<file path="config.mk">
export PLATFORM = sky130hd
export DESIGN_NAME = lsu_subword
export DESIGN_NICKNAME = d
export VERILOG_FILES = /design/src/rtl/lsu_subword.sv
export SDC_FILE = /design/constraint.sdc
export NUM_CORES = 1
export LEC_CHECK = 0
export CORE_MARGIN = 2
export CORE_UTILIZATION = 46
export CTS_CLUSTER_SIZE = 10
export DETAILED_ROUTE_END_ITERATION = 7
export PLACE_DENSITY = 0.83
export SYNTH_ARGS = -nofsm -noshare
export SYNTH_HDL_FRONTEND = slang
export SYNTH_SLANG_ARGS = --single-unit
</file>
<file path="constraint.sdc">
create_clock -name clk -period 2.6 [get_ports clk]
set_input_delay 0.52 -clock clk [delete_from_list [all_inputs] [get_ports clk]]
set_output_delay 0.52 -clock clk [all_outputs]
set_load 0.02 [all_outputs]
</file>
<file path="src/rtl/lsu_subword.sv">
// Sub-word load/store unit: converts byte/half/word requests into aligned word
// accesses, with sub-word stores done as a read-modify-write of the target word.
module lsu_subword #(
    parameter int unsigned DEPTH_BYTES = 1024
) (
    input  logic        clk,
    input  logic        rst,
    input  logic        req_valid,
    output logic        req_ready,
    input  logic        req_we,
    input  logic [2:0]  req_funct3,
    input  logic [31:0] req_addr,
    input  logic [31:0] req_wdata,
    output logic        resp_valid,
    input  logic        resp_ready,
    output logic [31:0] resp_rdata,
    output logic        resp_err,
    output logic        mem_we,
    output logic [31:0] mem_addr,
    output logic [31:0] mem_wdata,
    input  logic [31:0] mem_rdata
);
    localparam logic [31:0] LAST_WORD = 32'(DEPTH_BYTES - 4);

    typedef enum logic [1:0] {IDLE, RD, WR, RESP} state_t;

    state_t      state_reg, state_next;
    logic        we_reg;
    logic [2:0]  funct3_reg;
    logic [1:0]  off_reg;
    logic [31:0] waddr_reg;
    logic [31:0] wdata_reg;
    logic [31:0] rbuf_reg;
    logic        err_reg;

    logic        accept;
    logic        req_err;
    logic [31:0] req_waddr;
    logic [31:0] sb_word, sh_word;
    logic [7:0]  byte_sel;
    logic [15:0] half_sel;
    logic [31:0] load_data;

    assign req_ready = (state_reg == IDLE);
    assign accept    = req_valid && (state_reg == IDLE);
    assign req_waddr = {req_addr[31:2], 2'b00};

    always_comb begin
        req_err = 1'b0;
        if (req_funct3 == 3'b011 || req_funct3 == 3'b110 || req_funct3 == 3'b111)
            req_err = 1'b1;
        if (req_we && req_funct3[2])
            req_err = 1'b1;
        if (req_funct3[1:0] == 2'b01 && req_addr[0])
            req_err = 1'b1;
        if (req_funct3 == 3'b010 && req_addr[1:0] != 2'b00)
            req_err = 1'b1;
        if (req_waddr > LAST_WORD)
            req_err = 1'b1;
    end

    // Per-lane merge of store data into the word read back during RD.
    generate
        for (genvar gi = 0; gi < 4; gi++) begin : g_lane
            localparam logic [1:0] LANE = 2'(gi);
            assign sb_word[8*gi +: 8] = (off_reg == LANE) ? wdata_reg[7:0]
                                                          : rbuf_reg[8*gi +: 8];
            assign sh_word[8*gi +: 8] = (off_reg[1] == LANE[1]) ? wdata_reg[8*(gi%2) +: 8]
                                                                : rbuf_reg[8*gi +: 8];
        end
    endgenerate

    assign byte_sel = rbuf_reg[{off_reg, 3'b000} +: 8];
    assign half_sel = off_reg[1] ? rbuf_reg[31:16] : rbuf_reg[15:0];

    always_comb begin
        case (funct3_reg)
            3'b000:  load_data = {{24{byte_sel[7]}}, byte_sel};
            3'b100:  load_data = {24'h0, byte_sel};
            3'b001:  load_data = {{16{half_sel[15]}}, half_sel};
            3'b101:  load_data = {16'h0, half_sel};
            default: load_data = rbuf_reg;
        endcase
    end

    always_ff @(posedge clk or negedge rst) begin
        if (!rst) state_reg <= IDLE;
        else      state_reg <= state_next;
    end

    always_ff @(posedge clk or negedge rst) begin
        if (!rst) begin
            we_reg     <= 1'b0;
            funct3_reg <= 3'b000;
            off_reg    <= 2'b00;
            waddr_reg  <= 32'h0;
            wdata_reg  <= 32'h0;
            rbuf_reg   <= 32'h0;
            err_reg    <= 1'b0;
        end else begin
            if (accept) begin
                we_reg     <= req_we;
                funct3_reg <= req_funct3;
                off_reg    <= req_addr[1:0];
                waddr_reg  <= req_waddr;
                wdata_reg  <= req_wdata;
                err_reg    <= req_err;
            end
            if (state_reg == RD)
                rbuf_reg <= mem_rdata;
        end
    end

    // Memory and response outputs depend only on registered state.
    always_comb begin
        state_next = state_reg;
        mem_we     = 1'b0;
        mem_addr   = 32'h0;
        mem_wdata  = 32'h0;
        resp_valid = 1'b0;
        resp_rdata = 32'h0;
        resp_err   = 1'b0;
        case (state_reg)
            IDLE: begin
                if (accept) begin
                    if (req_err)
                        state_next = RESP;
                    else if (req_we && req_funct3 == 3'b010)
                        state_next = WR;
                    else
                        state_next = RD;
                end
            end
            RD: begin
                mem_addr   = waddr_reg;
                state_next = we_reg ? WR : RESP;
            end
            WR: begin
                mem_we   = 1'b1;
                mem_addr = waddr_reg;
                if (funct3_reg[1])      mem_wdata = wdata_reg;
                else if (funct3_reg[0]) mem_wdata = sh_word;
                else                    mem_wdata = sb_word;
                state_next = RESP;
            end
            RESP: begin
                resp_valid = 1'b1;
                resp_err   = err_reg;
                resp_rdata = (err_reg || we_reg) ? 32'h0 : load_data;
                if (resp_ready)
                    state_next = IDLE;
            end
            default: state_next = IDLE;
        endcase
    end
endmodule

</file>
# After elaboration in Yosys (flattened, before gate mapping)
# Cells that the tools add are included.
[totals] ff_bits=103 latch_bits=0 mem_bits_rw=0 mem_bits_ro=0 inputBits=104 elab_cells=70 n_memories=0
[op_classes] n_addsub=0 mul=0 div=0 magnitude_cmp=1 n_eq_ne=16 n_shift=1 mux=30 n_bitwise=0 reduce_logical=14
[ops] operator="$mux 32" n=6
[ops] operator="$pmux 32 s4" n=1
[ops] operator="$mux 8" n=8
[ops] operator="$gt 32x10->1 const B" n=1
[ops] operator="$shiftx 32x6->8" n=1
[ops] operator="$mux 16" n=1
[ops] operator="$eq 3x3->1 const B" n=4
[ops] operator="$mux 1" n=9
[ops] operator="$eq 2x2->1 const B" n=4
[ops] operator="$mux 2" n=4
[ops] operator="$pmux 2 s4" n=1
[ops] operator="$eq 2x1->1 const B" n=3
[ops] operator="$eq 3x2->1 const B" n=2
[ops] operator="$logic_and 1x1->1" n=5
[ops] operator="$logic_not 2->1" n=2
[ops] operator="$eq 3x1->1 const B" n=1
[ops] operator="$logic_not 3->1" n=1
[ops] operator="$logic_or 1x1->1" n=3
[ops] operator="$ne 2x1->1 const B" n=1
[ops] operator="$ne 2x2->1 const B" n=1
[ops] operator="$reduce_and 2->1" n=1
[ops] operator="$reduce_bool 2->1" n=1
[ops] operator="$reduce_or 2->1" n=1

# Longest topological paths before layout
# Gate-level depths: netlist of run 1.
[logic_depth] ltp_word=11 mapped_depth=7 depth_no_buf=6

# Worst setup path after synthesis of run 1
# Ideal clock, no wire load.
[synth_path] path_type="reg2out" startpoint="register state_reg[0]" endpoint="output resp_rdata[7]" arrival_ns=2.308 required_ns=2.080 setup_slack_ns=-0.228 stages_incl_launch_ff=5 n_path_buf=1 cell_sequence="dfrtp_1 -> ha_1 -> or3b_1 -> buf_2 -> a2111oi_0"
[synth_via] elab_chain_cells=2
[synth_rtl] item="start: declaration" line_no="27" source="state_t state_reg, state_next;"
[synth_rtl] item="start signal: assignment" line_no="88" source="else state_reg <= state_next;"
[synth_rtl] item="$eq 2x2->1" line_no="123" source="case (state_reg)"
[synth_rtl] item="$mux 32" line_no="123"
[synth_rtl] item="end: declaration" line_no="16" source="output logic [31:0] resp_rdata,"
# No other way between the ends.

# Worst setup path after layout of run 1
[layout_path] startpoint="register off_reg[0]" endpoint="output resp_rdata[25]"
[layout_via] elab_chain_cells=4
[layout_rtl] item="start: declaration" line_no="30" source="logic [1:0] off_reg;"
[layout_rtl] item="start signal: assignment" line_no="104" source="off_reg <= req_addr[1:0];"
[layout_rtl] item="$shiftx 32x6->8" line_no="73" source="assign byte_sel = rbuf_reg[{off_reg, 3'b000} +: 8];"
[layout_rtl] item="$pmux 32 s4" line_no="77" source="case (funct3_reg)"
[layout_rtl] item="$mux 32" line_no="149" source="resp_rdata = (err_reg || we_reg) ? 32'h0 : load_data;"
[layout_rtl] item="$mux 32" line_no="123"
# No other way between the ends.

==> flow_summary.yaml, run 1 <==
run_status:
  run_status: "complete, but fails checks"
  violations: "negative setup slack"
floorplanning:
  ios: 204
  initial_utilization_pct: 47.4
  die_h_um: 115
  core_area_um2: 12100
  dieArea_um2: 13300
  rows: 40
  dieWidth_um: 115
placement:
  post-dp-hpwl_um: 13900
  place_area_um2: 8140
  gp_congestion: 0.994
  numPortBuffers: 201
clocking:
  clock_path_buffers: 2
  cts_root_buf: "clkbuf_16"
  clk_pin_slew_worst_paths_ns: 0.07
  hold_buffers: 0
  cts_sinks: 103
  h-tree-depth: 3
  cts_tree: "done"
  cts_buffers: 9
  clock_latency_ns: 0.36
critical_path:
  rr_endpoint: "state_reg[1]"
  r2r.worst_path.cells: 7
  rr_startpoint: "state_reg[0]"
  worst_ep_arrival_time_ns: 2.18
  worstPathRequired_ns: 2.08
  r2r_slack_ns: 0.57
  crit_fanout: 11
  path_class: "reg2out"
  start_kind: "flop"
  cp-end-kind: "primary output"
power:
  p_leak_nw: 3.96
  pwr-share-comb_pct: 58.8
  p_per_area_nw_per_um2: 1340
  seq_power_share_pct: 28.8
  clkPwrFrac_pct: 12.3
  switching_share_pct: 43.4
  vdd_drop_max_v: 0.000759
  intPower_w: 0.00640
  p_switching_w: 0.00491
finish:
  num-nets-final: 870
  diodes: 0
  fill_cells: 904
  drive_above_1_share_pct: 31.4
  area_growth_pct: 47.8
  fin_area_um2: 8450
logic_synthesis:
  synth_edf_count: 0
  syn-cell-area_um2: 5720
  synth_seq_area_share_pct: 45.1
  netlist.area_leader.share_pct: 45.1
  yosysWarnings: 0
  synthTopCellsByArea: "dfrtp_1, mux2_2, nor2_1, and2_1, mux2i_1"
  ys_ff_latch: 103
  synth_largest_area_cell: "dfrtp_1"
  ys.flop_type: "dfrtp_1"
  syn_inst: 539
  async_flop_share_pct: 100
  postSynthAreaPerCell_um2: 10.6
  synth.distinct_cells: 44
detailed_routing:
  drtIter0Drc: 366
  drt_pass1_iterations: 5
  drt-vias-per-instance: 5.73
  routedWlPerCell_um: 20.2
  wl_met2_um: 9170
  wl_met1_um: 7110
  highest_layer: "met4"
  routed_wl_um: 18900
  met3_length_um: 1940
  vias: 5362
  ant_nets: 0
  post-route-drc-count: 0
grt:
  antenna_found_initial: 0
  grt_pass1_wl_um: 28600
  grt.total_usage_pct: 28.1
  grt_max_degree: 104
  overflow: 0
  first_global_vias: 5430
timing:
  setup_viol: 20
  hold_viol: 0
  layout_setup_ws_ns: -0.0994
  min_period_ns: 2.70
  rsz0062_at_grt: "yes"
  fin_tns_setup_ns: -1.42
  slew_viol_final: 0
  min_period_over_period_pct: 104
  max_freq_mhz: 370
  finClkSkew_ns: 0.00722
  worstMarginPinSlew_ns: 0.556
  slew_headroom_pct: 62.9
job:
  cap_violations: 0
hold_path:
  holdCritPathClass: "in2async"
==> area by class of cell <==
class                   instances  area, µm²  area share [%]
clock inverters                 5       56.3           0.666
multi-input cells             389       3050            36.1
well taps                     168        210            2.49
flip-flops and latches        103       2580            30.5
inverters                       8       33.8           0.400
clock buffers                  11        243            2.87
repair buffers                251       2270            26.9
==> worst max path at each step <==
stage                       startpoint        endpoint  slack, ns  depth (start not counted)
after floorplan           state_reg[0]   resp_rdata[7]       0.03                          4
after global placement      off_reg[0]  resp_rdata[15]      0.005                          5
after detailed placement  state_reg[1]  resp_rdata[19]      -0.08                          8
after CTS                   off_reg[1]   resp_rdata[3]      -0.25                          5
after global routing        off_reg[0]  resp_rdata[25]      -0.17                          7
final                       off_reg[0]  resp_rdata[25]       -0.1                          7
==> layout by cell type, fill, tap and decap left out, types with 4 or more instances in the layout <==
| cell | n |
|---|---|
| clkdlybuf4s50_1 | 105 |
| mux2_2 | 102 |
| dfrtp_1 | 102 |
| nor2_1 | 51 |
| dlygate4sd2_1 | 47 |
| buf_4 | 40 |
| and2_1 | 31 |
| nand2_1 | 29 |
| o21ai_0 | 18 |
| mux2i_1 | 17 |
| o22ai_1 | 17 |
| buf_2 | 16 |
| clkbuf_2 | 16 |
| o221ai_1 | 13 |
| a21oi_1 | 11 |
| buf_6 | 11 |
| clkbuf_16 | 9 |
| nand2_2 | 8 |
| and3_1 | 8 |
| a211o_1 | 8 |
| o211a_1 | 8 |
| nor2b_1 | 8 |
| inv_1 | 7 |
| a221o_1 | 7 |
| clkdlybuf4s15_1 | 6 |
| nor4_1 | 5 |
| buf_12 | 5 |
| o2bb2ai_1 | 4 |
==> Yosys cell counts, types with 7 or more instances <==
library cell and instances:
nor2b_1 8, and2_1 31, a21oi_1 13, buf_2 12, o211a_1 8, mux2i_1 17, a221o_1 7, clkbuf_1 17
o21ai_0 18, dfrtp_1 103, and3_1 8, mux2_2 102, nand2_1 39, o221ai_1 15, inv_1 7, o22ai_1 18
buf_1 7, o2bb2ai_1 7, nor2_1 53, a211o_1 8
==> kinds of logic after synthesis <==
family                     Yosys count  synth area share [%]
buffers and inverters               48                  3.81
other                                1                0.0656
DFF                                103                  45.1
AOI/OAI and AO/OA                  103                  13.2
muxes                              120                  23.5
adders and majority gates            4                 0.875
and+or+nand+nor                    160                  13.5
==> power by group through the flow <==
stage | logic (W) | registers, W | clock network [W]
6_report | 0.00666 | 0.00326 | 0.00139
5_1_grt | 0.00711 | 0.00333 | 0.00148
4_1_cts | 0.00643 | 0.00320 | 0.00141
3_5_place_dp | 0.00670 | 0.00322 | 0
3_3_place_gp | 0.00653 | 0.00317 | 0
2_1_floorplan | 0.00414 | 0.00289 | 0
==> critical path, stage by stage (launching register included) <==
cell     delay [ns]
dfrtp_1        0.41
mux4_2         0.55
buf_6          0.14
and2_4         0.16
o21ai_4        0.20
buf_12         0.16
nand2_1        0.05
buf_2          0.15
==> through the flow <==
| stage | setup WS, ns | total power [W] | util, % | instances | hold slack (ns) |
|---|---|---|---|---|---|
| 4_1_cts | -0.248 | 0.0110 | 69.3 | 931 | 0.255 |
| 5_1_grt | -0.172 | 0.0119 | 70.1 | 935 | 0.274 |
| 3_5_place_dp | -0.0780 | 0.00992 | 67.5 | 912 | 0.486 |
| 6_report | -0.0994 | 0.0113 | 70.1 | 935 | 0.236 |
| 2_1_floorplan | 0.0343 | 0.00703 | - | 540 | 0.224 |
| 3_3_place_gp | 0.00451 | 0.00969 | 67.5 | 912 | 0.480 |
==> timing repair <==
item / 4_1_cts / 5_1_grt
endpoints found under the setup margin: 95 / 58
setup buffers: 3 / 4
pin swaps: 2 / 3
gates resized for setup: 175 / 85
==> metal layers <==
| layer | up-vias | GRT usage (%) |
|---|---|---|
| met1 | 2589 | 33.7 |
| met2 | 322 | 47.5 |
| met3 | 57 | 7.95 |
| li1 | 2394 | - |
| met5 | - | 0 |
| met4 | 0 | 12.1 |
Power figures use the tool's default switching activity.
==> run 2, diff against run 1 <==
CELL_PAD_IN_SITES_DETAIL_PLACEMENT = 0   (was default)
CELL_PAD_IN_SITES_GLOBAL_PLACEMENT = 2   (was default)
CORE_UTILIZATION = 27   (was 46)
PLACE_DENSITY = 0.81   (was 0.83)
==> flow_summary.yaml, run 2 (synthesis results as in run 1) <==
detailed_routing:
  post-route-drc-count: 0
  met3_length_um: 1710
  highest_layer: "met4"
  vias: 5262
  drt_pass1_iterations: 6
  drtIter0Drc: 248
  drt-vias-per-instance: 4.97
  routed_wl_um: 20900
  wl_met1_um: 8850
  routedWlPerCell_um: 19.7
  wl_met2_um: 9910
  ant_nets: 0
timing:
  hold_slack_ns: 0.203
  hold_viol: 0
  finClkSkew_ns: 0.0117
  max_freq_mhz: 368
  min_period_ns: 2.72
  setup_viol: 24
  min_period_over_period_pct: 105
  worstMarginPinSlew_ns: 0.689
  layout_setup_ws_ns: -0.118
  rsz0062_at_grt: "yes"
  slew_viol_final: 0
  slew_headroom_pct: 54.1
finish:
  diodes: 0
  area_growth_pct: 52.5
  num-nets-final: 887
  utilization_pct: 41.7
  drive_above_1_share_pct: 33.0
  mostFrequentLayoutCells: "clkdlybuf4s50_1, mux2_2, dfrtp_1"
  final_common_cell: "clkdlybuf4s50_1"
power:
  vdd_drop_max_v: 0.000622
  power_w: 0.0116
  p_leak_nw: 4.04
  p_per_area_nw_per_um2: 1330
clocking:
  cts_tree: "done"
  hold_buffers: 0
  clk_pin_slew_worst_paths_ns: 0.08
  clock_latency_ns: 0.36
  cts_buffers: 9
  cts_root_buf: "clkbuf_16"
  clock_path_buffers: 2
  h-tree-depth: 3
  cts_sinks: 103
critical_path:
  start_kind: "flop"
  r2r_slack_ns: 0.64
  path_class: "reg2out"
  cp-end-kind: "primary output"
  worstPathRequired_ns: 2.08
  worst_ep_arrival_time_ns: 2.20
  crit_fanout: 7
placement:
  numPortBuffers: 201
  gp_congestion: 0.879
  post-dp-hpwl_um: 16000
  dp_slack_ns: -0.270
grt:
  antenna_found_initial: 2
  grt_max_degree: 51
  grt_pass1_wl_um: 31900
  overflow: 0
  grt.total_usage_pct: 18.5
  first_global_vias: 5583
floorplanning:
  dieArea_um2: 22400
  dieWidth_um: 150
  ios: 204
  die_h_um: 150
  initial_utilization_pct: 27.4
  core_area_um2: 20900
  rows: 53
run_status:
  violations: "negative setup slack"
  run_status: "complete, but fails checks"
hold_path:
  holdCritPathClass: "in2async"
job:
  cap_violations: 0
run 2: cell count changes in the layout (fill, tap and decap cells not counted), moves of 3 or more:
cell / change
nor2_1: -3
dlygate4sd2_1: +4
nor3_4: +3
clkdlybuf4s15_1: -4
buf_4: +22
buf_2: -4
o2bb2ai_1: +3
o2bb2ai_2: -3
nand2_1: +3
nor2_2: +4
run 2: metrics by stage:
stage	instances	instance area, µm²	TNS, ns
after floorplan	540	5720	0
after global placement	1032	8390	-2.07
after detailed placement	1032	8390	-3.87
after CTS	1054	8650	-0.880
after global routing	1059	8720	-3.09
final	1059	8720	-1.50
run 2: cell type report:
cell class                 count  area (µm²)
clock inverter                 7        87.6
tap                          275         344
timing repair buffer         268        2410
clock buffer                   9         225
multi-input combinational    389        3050
fill                        2079       12200
sequential                   103        2580
inverter                       8        31.3
run 2: path summary, 6_finish.rpt:
path,start,end,cells after the start
worst max-delay path,off_reg[0],resp_rdata[12],8
worst min-delay path,rst,waddr_reg[5],1
worst max register to register,state_reg[0],state_reg[1],7
worst min register to register,waddr_reg[26],waddr_reg[26],1
max in group asynchronous,rst,rbuf_reg[11],2
min in group clk,waddr_reg[26],waddr_reg[26],1
run 2: layer usage:
| metal | vias up | global-route usage (%) |
|---|---|---|
| met5 | - | 0 |
| met4 | 0 | 5.67 |
| met2 | 211 | 30.7 |
| li1 | 2428 | - |
| met1 | 2591 | 23.2 |
| met3 | 32 | 5.79 |
run 2: critical path, stage by stage (launching register included):
cell     delay (ns)
dfrtp_2        0.42
buf_6          0.11
mux4_2         0.52
buf_4          0.15
nor3b_4        0.15
buf_6          0.15
nor2_1         0.12
nor2_1         0.06
buf_4          0.15
run 2: where the power goes:
part	total [W]	switching [W]	internal [W]
sequential	0.00321	0.000780	0.00243
clock	0.00146	0.000692	0.000772
combinational	0.00692	0.00360	0.00333
run 2: repair_timing:
| item | 4_1_cts | 5_1_grt |
|---|---|---|
| resized for setup | 202 | 62 |
| pin swaps | 2 | 1 |
| endpoints found under the setup margin | 95 | 47 |
| cloned | 0 | 0 |
| setup buffers | 6 | 5 |
